==> src/rtl/servo_pkg.sv <==
// Shared constants, channel state type and clamp helper for the servo PWM bank.
package servo_pkg;

    // Default timing for a 100 MHz clock: 20 ms frame, 1..2 ms pulse, 1.5 ms neutral.
    localparam int DEF_FRAME_CYC = 2_000_000;
    localparam int DEF_PW_MIN    = 100_000;
    localparam int DEF_PW_MAX    = 200_000;
    localparam int DEF_PW_INIT   = 150_000;

    // Channel arithmetic is carried at this width; unused upper bits are constant zero.
    localparam int SW = 32;

    typedef struct packed {
        logic [SW-1:0] target;
        logic [SW-1:0] step;
        logic [SW-1:0] cur;
    } chan_state_t;

    function automatic logic [SW-1:0] clamp(input logic [SW-1:0] val,
                                            input logic [SW-1:0] lo,
                                            input logic [SW-1:0] hi);
        if (val < lo)
            return lo;
        else if (val > hi)
            return hi;
        else
            return val;
    endfunction

endpackage

==> src/rtl/servo_slew_channel.sv <==
// One PWM channel: holds target/step/cur, slews cur toward target once per
// frame and drives the registered pulse and busy flag.
module servo_slew_channel
    import servo_pkg::*;
#(
    parameter int W       = 21,
    parameter int PW_MIN  = DEF_PW_MIN,
    parameter int PW_MAX  = DEF_PW_MAX,
    parameter int PW_INIT = DEF_PW_INIT
) (
    input  logic         clk,
    input  logic         rst,
    input  logic [W-1:0] cnt,
    input  logic         update,
    input  logic         wr_en,
    input  logic [W-1:0] wr_target,
    input  logic [W-1:0] wr_step,
    output logic         pwm,
    output logic         busy
);

    chan_state_t   st_q, st_d;
    logic          pwm_q, pwm_d;
    logic          busy_q, busy_d;
    logic [SW-1:0] diff;
    logic          up;

    // Next state: command write, per-frame slew, and output comparisons.
    always_comb begin
        // NOTE: every signal assigned here gets a default first, so no path leaves it unassigned and no latch is inferred.
        st_d = st_q;
        diff = '0;
        up   = 1'b0;
        if (update) begin
            // Compare first so the magnitude is always a non-wrapping subtraction.
            if (st_q.target >= st_q.cur) begin
                diff = st_q.target - st_q.cur;
                up   = 1'b1;
            end else begin
                diff = st_q.cur - st_q.target;
            end
            if (st_q.step == '0 || diff <= st_q.step)
                st_d.cur = st_q.target;
            else if (up)
                st_d.cur = st_q.cur + st_q.step;
            else
                st_d.cur = st_q.cur - st_q.step;
        end
        // Commands are never accepted on the update cycle, so these never collide with slew.
        if (wr_en) begin
            st_d.target = clamp(SW'(wr_target), SW'(PW_MIN), SW'(PW_MAX));
            st_d.step   = SW'(wr_step);
        end
        pwm_d  = SW'(cnt) < st_q.cur;
        busy_d = st_q.cur != st_q.target;
    end

    // State and output registers, cleared to the neutral position on reset.
    always_ff @(posedge clk or posedge rst) begin
        if (rst) begin
            st_q   <= '{target: SW'(PW_INIT), step: '0, cur: SW'(PW_INIT)};
            pwm_q  <= 1'b0;
            busy_q <= 1'b0;
        end else begin
            // NOTE: non-blocking assignments so every flop samples pre-edge values regardless of statement order.
            st_q   <= st_d;
            pwm_q  <= pwm_d;
            busy_q <= busy_d;
        end
    end

    assign pwm  = pwm_q;
    assign busy = busy_q;

endmodule

==> src/rtl/servo_pwm_bank.sv <==
// N-channel servo PWM bank: shared frame counter, command handshake and
// channel decode; per-channel slew and pulse generation live in the channels.
module servo_pwm_bank
    import servo_pkg::*;
#(
    parameter int N_CH      = 4,
    parameter int FRAME_CYC = DEF_FRAME_CYC,
    parameter int PW_MIN    = DEF_PW_MIN,
    parameter int PW_MAX    = DEF_PW_MAX,
    parameter int PW_INIT   = DEF_PW_INIT,
    parameter int W         = $clog2(FRAME_CYC + 1),
    parameter int CHW       = (N_CH > 1) ? $clog2(N_CH) : 1
) (
    input  logic            clk,
    input  logic            rst,
    input  logic            cmd_valid,
    output logic            cmd_ready,
    input  logic [CHW-1:0]  cmd_ch,
    input  logic [W-1:0]    cmd_target,
    input  logic [W-1:0]    cmd_step,
    output logic [N_CH-1:0] pwm,
    output logic [N_CH-1:0] busy,
    output logic            frame_start,
    output logic            cmd_err
);

    localparam logic [W-1:0] LAST = W'(FRAME_CYC - 1);

    logic [W-1:0]    cnt_q, cnt_d;
    logic            ready_q, ready_d;
    logic            frame_start_q, frame_start_d;
    logic            cmd_err_q, cmd_err_d;
    logic            update;
    logic            accept;
    logic [N_CH-1:0] ch_hit;

    // Channel decode: an index with no matching channel is the error case.
    for (genvar g = 0; g < N_CH; g++) begin : g_hit
        assign ch_hit[g] = (cmd_ch == CHW'(g));
    end

    // Frame counter, handshake and status pulse next-state logic.
    always_comb begin
        update        = (cnt_q == LAST);
        cnt_d         = update ? '0 : cnt_q + W'(1);
        // Registered ready drops exactly on the cycle the counter sits at the update value.
        ready_d       = (cnt_d != LAST);
        accept        = cmd_valid && ready_q;
        cmd_err_d     = accept && !(|ch_hit);
        frame_start_d = (cnt_q == '0);
    end

    // Top-level registers; ready comes out of reset low and rises on the first edge.
    always_ff @(posedge clk or posedge rst) begin
        if (rst) begin
            cnt_q         <= '0;
            ready_q       <= 1'b0;
            frame_start_q <= 1'b0;
            cmd_err_q     <= 1'b0;
        end else begin
            cnt_q         <= cnt_d;
            ready_q       <= ready_d;
            frame_start_q <= frame_start_d;
            cmd_err_q     <= cmd_err_d;
        end
    end

    for (genvar g = 0; g < N_CH; g++) begin : g_ch
        servo_slew_channel #(
            .W       (W),
            .PW_MIN  (PW_MIN),
            .PW_MAX  (PW_MAX),
            .PW_INIT (PW_INIT)
        ) u_ch (
            .clk       (clk),
            .rst       (rst),
            .cnt       (cnt_q),
            .update    (update),
            .wr_en     (accept && ch_hit[g]),
            .wr_target (cmd_target),
            .wr_step   (cmd_step),
            .pwm       (pwm[g]),
            .busy      (busy[g])
        );
    end

    assign cmd_ready   = ready_q;
    assign frame_start = frame_start_q;
    assign cmd_err     = cmd_err_q;

endmodule

==> config.mk <==
export PLATFORM = sky130hd
export DESIGN_NAME = servo_pwm_bank
export DESIGN_NICKNAME = d
export VERILOG_FILES = /design/src/rtl/servo_pkg.sv /design/src/rtl/servo_slew_channel.sv /design/src/rtl/servo_pwm_bank.sv
export SDC_FILE = /design/constraint.sdc
export NUM_CORES = 2
export LEC_CHECK = 0
export BUFFER_PORTS_ARGS = -buffer_cell sky130_fd_sc_hd__buf_2
export CORE_UTILIZATION = 59
export DETAILED_ROUTE_END_ITERATION = 6
export GPL_ROUTABILITY_DRIVEN = 1
export PLACE_DENSITY_LB_ADDON = 0.25
export SYNTH_ARGS = -nofsm -noshare
export SYNTH_HDL_FRONTEND = slang
export SYNTH_SLANG_ARGS = --single-unit
==> constraint.sdc <==
create_clock -name clk -period 10.4 [get_ports clk]
set_clock_uncertainty 0.1 [all_clocks]
set_input_delay 1.56 -clock clk [delete_from_list [all_inputs] [get_ports clk]]
set_output_delay 1.56 -clock clk [all_outputs]
set_load 0.01 [all_outputs]
Word level (Yosys, flattened, before mapping) --
Index checks and enable logic that the tools add are counted.
Word-level totals: flip-flop bits (word level) 372, output and inout bits 11
Cells by class: $lt $le $gt $ge 14, equal/unequal tests 9, $add $sub $neg 17, muxes and demuxes 27, reduce and logical (&&, ||, !) cells 18
Operators by type and width (count):
- $mux 32 | 16
- $sub 32x32->32 | 8
- $add 32x21->32 | 4
- $ge 32x32->1 | 4
- $le 32x21->1 | 4
- $logic_not 32->1 | 4
- $lt 21x32->1 | 4
- $ne 32x32->1 | 4
- $sub 32x21->32 | 4
- $mux 21 | 3
- $add 21x1->21 const B | 1
- $eq 21x21->1 const B | 1
- $gt 21x18->1 const B | 1
- $logic_not 21->1 | 1
- $lt 21x17->1 const B | 1
- $ne 21x21->1 const B | 1
- $mux 1 | 8
- $logic_and 1x1->1 | 6
- $eq 2x2->1 const B | 2
- $logic_or 1x1->1 | 4
- $reduce_or 4->1 | 1
- $eq 2x1->1 const B | 1
- $logic_not 2->1 | 1
- $logic_not 1->1 | 1

Logic depth before layout (Yosys ltp) --
depth in word-level cells 6, depth in mapped cells 29, gate-level depth less buffers 28

Hierarchy --
From an unflattened synthesis, not the netlist that was laid out.
Unflattened totals: cell total of the unflattened synthesis 4572, area, all modules 36078.4 µm²
By module, submodules not included:
- servo_slew_channel (g_ch[2].u_ch ...) | instances 2, area an instance 8613.3 µm², cells each 1092
- servo_slew_channel (g_ch[0].u_ch) | instances 1, area an instance 8867.3 µm², cells each 1133
- servo_slew_channel (g_ch[1].u_ch) | instances 1, area an instance 8625.8 µm², cells each 1107
- servo_pwm_bank | instances 1, area an instance 1358.8 µm², cells each 148

Worst setup path before layout --
OpenSTA, ideal clock, no wires.
path type register to register, from reg g_ch[0].u_ch.st_q[1] (netlist bit), to reg g_ch[0].u_ch.st_q[28] (netlist bit), path slack 4.179 ns, buffers on the path 3, arrival 5.994 ns, clock period less this slack 6.221 ns, stages on the path, launching flop included 25, cells stage by stage dfrtp_1 -> inv_1 -> fa_1 -> a21o_1 -> a21oi_1 -> o21ai_0 -> a221oi_1 -> a211o_1 -> clkbuf_1 -> clkbuf_1 -> clkbuf_1 -> o21ai_0 -> fa_1 -> a21oi_1 -> o21ai_0 -> a211o_1 -> o21a_1 -> a2bb2oi_1 -> a41o_1 -> o41ai_1 -> o31ai_1 -> a221o_1 -> a21oi_1 -> xor2_1 -> o21ai_0
Between the ends: word-level cells in the longest chain between the ends 6, elaborated cells on any way between the ends 13, those cells by class add/sub: 4; order compare: 2; mux: 6; reduce/logical: 1
RTL lines:
- from (decl) | line servo_slew_channel.sv:22 | chan_state_t st_q, st_d;
- from (signal assigned) | line servo_slew_channel.sv:61 | st_q <= '{target: SW'(PW_INIT), step: '0, cur: SW'(PW_INIT)};
- from (signal assigned) | line servo_slew_channel.sv:66 | st_q <= st_d;
- $sub 32x32->32 (tied with other cells) | line servo_slew_channel.sv:40 | diff = st_q.cur - st_q.target;
- $mux 32 | line servo_slew_channel.sv:36 | if (st_q.target >= st_q.cur) begin
- $mux 32 | line servo_slew_channel.sv:34 | if (update) begin
- $le 32x21->1 | line servo_slew_channel.sv:42 | if (st_q.step == '0 || diff <= st_q.step)
- $logic_or 1x1->1 | line servo_slew_channel.sv:42
- $mux 32 (*) | line servo_slew_channel.sv:42
Mark *: on every way between the ends. The rest lies on a longest branch, timed or not. The select of a mux whose other input is x is not followed. A chain may end at the register's enable or synchronous reset.

Worst setup path after layout --
from reg g_ch[3].u_ch.st_q[5] (netlist bit), to reg g_ch[3].u_ch.st_q[31] (netlist bit)
Between the ends: word-level cells in the longest chain between the ends 6, elaborated cells on any way between the ends 13, those cells by class add/sub: 4; order compare: 2; mux: 6; reduce/logical: 1
RTL lines (line):
- from (decl) | servo_slew_channel.sv:22
- from (signal assigned) | servo_slew_channel.sv:61
- from (signal assigned) | servo_slew_channel.sv:66
- $sub 32x32->32 (tied with other cells) | servo_slew_channel.sv:40
- $mux 32 | servo_slew_channel.sv:36
- $mux 32 | servo_slew_channel.sv:34
- $le 32x21->1 | servo_slew_channel.sv:42
- $logic_or 1x1->1 | servo_slew_channel.sv:42
- $mux 32 (*) | servo_slew_channel.sv:42
Marked as above.

==> impl_metrics.toml <==
[outcome]
outcome = "complete, no violations"

[setup_path]
path_max_fanout = 25
worstSetupPathType = "reg2reg"
startpoint_type = "flop"
r2r-start = "g_ch[3].u_ch.st_q[5]"
cp-startpoint = "g_ch[3].u_ch.st_q[5]"
path_common_cell = "a21oi_1"
required_ps = 10770
cpPeakStageDelay_ps = 690
crit_slowest_cell = "a2111oi_0"
end_kind = "flop"
cp.arrival_ps = 7960

[drt]
drt-wirelength-per-cell_um = 21.7
final_antenna_net_count = 0
viasPerCell = 6.41
first_pass_iters = 6
wirelength_um = 112000
route.detailed.drc = 0
drtIter0Drc = 3227
vias = 33200

[logic_synthesis]
synth_area_sq_mm = 0.0351
syn_nets = 4940
synth_cell_types = 87
synthFlopType = "dfrtp_1"
yosysWarnings = 0
synth_top_cell_area_share_pct = 18.8
synthCells = 4419
synth_edf_count = 0
synth.avg_cell_area_sq_um = 7.95
yosysSeqAreaShare_pct = 23.6
synth_commonest_cells = "nand2_1, ha_1, a21oi_1"
synth_seq_cells = 328
yosys-top-cells-area = "dfrtp_1, ha_1, a21oi_1"
synth_top_cell_by_area = "dfrtp_1"
synthArstFlopShare_pct = 100
synth_most_common_cell = "nand2_1"

[sta]
finalHoldViolations = 0
slew_headroom_pct = 7.41
min_period_ps = 7590
finalSetupViolations = 0
tightest_slew_ps = 1370
fin_ws_ps = 2810
rsz0062_at_grt = "no"
whs_ps = 402
slew_viol_final = 0
max_freq_mhz = 132
period_share_pct = 73.0
tns_ps = 0

[hold_path]
min-delay-start = "g_ch[2].u_ch.st_q[78]"
hold_class = "reg2reg"

[clock_network]
path_clk_slew_ps = 60
clockBufferDepth = 3
post-cts-setup-buffer-count = 0
cts_made_buffers = 41
cts-root-buf = "clkbuf_16"
cts_hold_buf = 0
clock-sinks = 328
cts_resized = 0
tritoncts = "done"
clk_latency_ps = 630
htreeDepth = 2

[layout]
syn2layout_area_growth_pct = 6.32
fin_area_sq_mm = 0.0373
nets = 4882
stdcell_count = 5173
finalCoreUtilization_pct = 63.4
drive_gt1_share_pct = 7.94
n_fill_cell = 5272

[power_and_ir_drop]
cellPowerDensity_mw_per_mm2 = 153
power_leakage_nw = 17.5
peakVddDrop_mv = 0.155
power_mw = 5.70

[grt]
grt_max_degree = 158
overflow = 0
grt_pass1_vias = 31300
antenna_found_initial = 16
grt_pass1_wl_um = 175000
grtUsageTotal_pct = 37.0

[floorplanning]
start_util_pct = 59.6
ios = 58
dieHeight_um = 246
die_w_um = 246
die-area_sq_mm = 0.0605
core.rowCount = 89
core_sq_mm = 0.0589

[placed_design]
hpwlAfterDp_um = 83700
place.gp.congestion = 1.02
dp.cells = 5091
portBuffers = 57
dp_slack_ps = 2960
place_area_sq_mm = 0.0359

[flow_run]
drv_cap = 0
==> critical path, delay by kind of cell (launching register included) <==
family	cells	cell delay [ps]
AND/OR/NAND/NOR	4	930
flip-flops	1	560
buffers and inverters	2	420
XOR/XNOR	1	160
adder cells (fa/ha/maj)	2	670
AO/OA/AOI/OAI	17	4590
==> cell usage in the layout (no fill, tap or decap), drive strengths merged, types with 134 or more instances in the layout <==
master  count
nand2     478
ha        462
a21oi     383
inv       336
o21ai     317
nor2      283
dfrtp     264
xnor2     214
a21o      173
nand3     134
==> logic make-up (layout without fill, tap and decap cells) <==
group | Yosys count | after routing | share of synthesized area (%)
fa+ha+maj | 474 | 474 | 17.1
xor+xnor | 289 | 289 | 7.21
buf+inv | 523 | 498 | 5.82
other cells | 1 | 7 | 0.0107
simple gates | 1337 | 1337 | 17.9
compound gates | 1362 | 1362 | 25.1
mux | 105 | 105 | 3.23
flops | 328 | 328 | 23.6
==> registers in the layout, summed over array words and instances, names as in the netlist <==
signal          flops
cmd_ready           1
cnt_q              21
cmd_err             1
frame_start         1
g_ch.u_ch.busy      4
g_ch.u_ch.st_q    296
g_ch.u_ch.pwm       4
==> path summary, 6_finish.rpt <==
| check | endpoint | slack, ps | cells past startpoint |
|---|---|---|---|
| min in group asynchronous | g_ch[1].u_ch.st_q[2] | 910 | 2 |
| max in group asynchronous | g_ch[3].u_ch.st_q[80] | 7100 | 4 |
| worst min-delay path | g_ch[2].u_ch.st_q[78] | 400 | 2 |
| worst max register to register | g_ch[3].u_ch.st_q[31] | 2810 | 26 |
| worst min register to register | g_ch[2].u_ch.st_q[78] | 400 | 2 |
| worst max-delay path | g_ch[3].u_ch.st_q[31] | 2810 | 26 |
==> routing by layer <==
metal | wire length (um) | vias to the layer above | track usage [%]
met5 | 75 | - | 0
met4 | 4720 | 10 | 15.9
met3 | 11200 | 292 | 8.60
met2 | 49200 | 1401 | 56.8
met1 | 47200 | 15700 | 49.3
li1 | - | 15800 | -
==> final cells by class <==
cell class	count	area (sq um)	share of cell area [%]
inverters	334	1260	3.37
repair buffers	88	531	1.42
flip-flops and latches	328	8290	22.2
diodes	6	15.0	0.0402
multi-input cells	3568	24900	66.6
clock buffers	57	1170	3.13
clock inverters	19	236	0.633
well taps	773	967	2.59
==> where the power goes <==
| part | internal [mW] | switching, mW |
|---|---|---|
| combinational | 1.09 | 1.59 |
| sequential | 1.38 | 0.111 |
| clock | 0.890 | 0.638 |
| total | 3.36 | 2.34 |
Power figures use the tool's default switching activity.
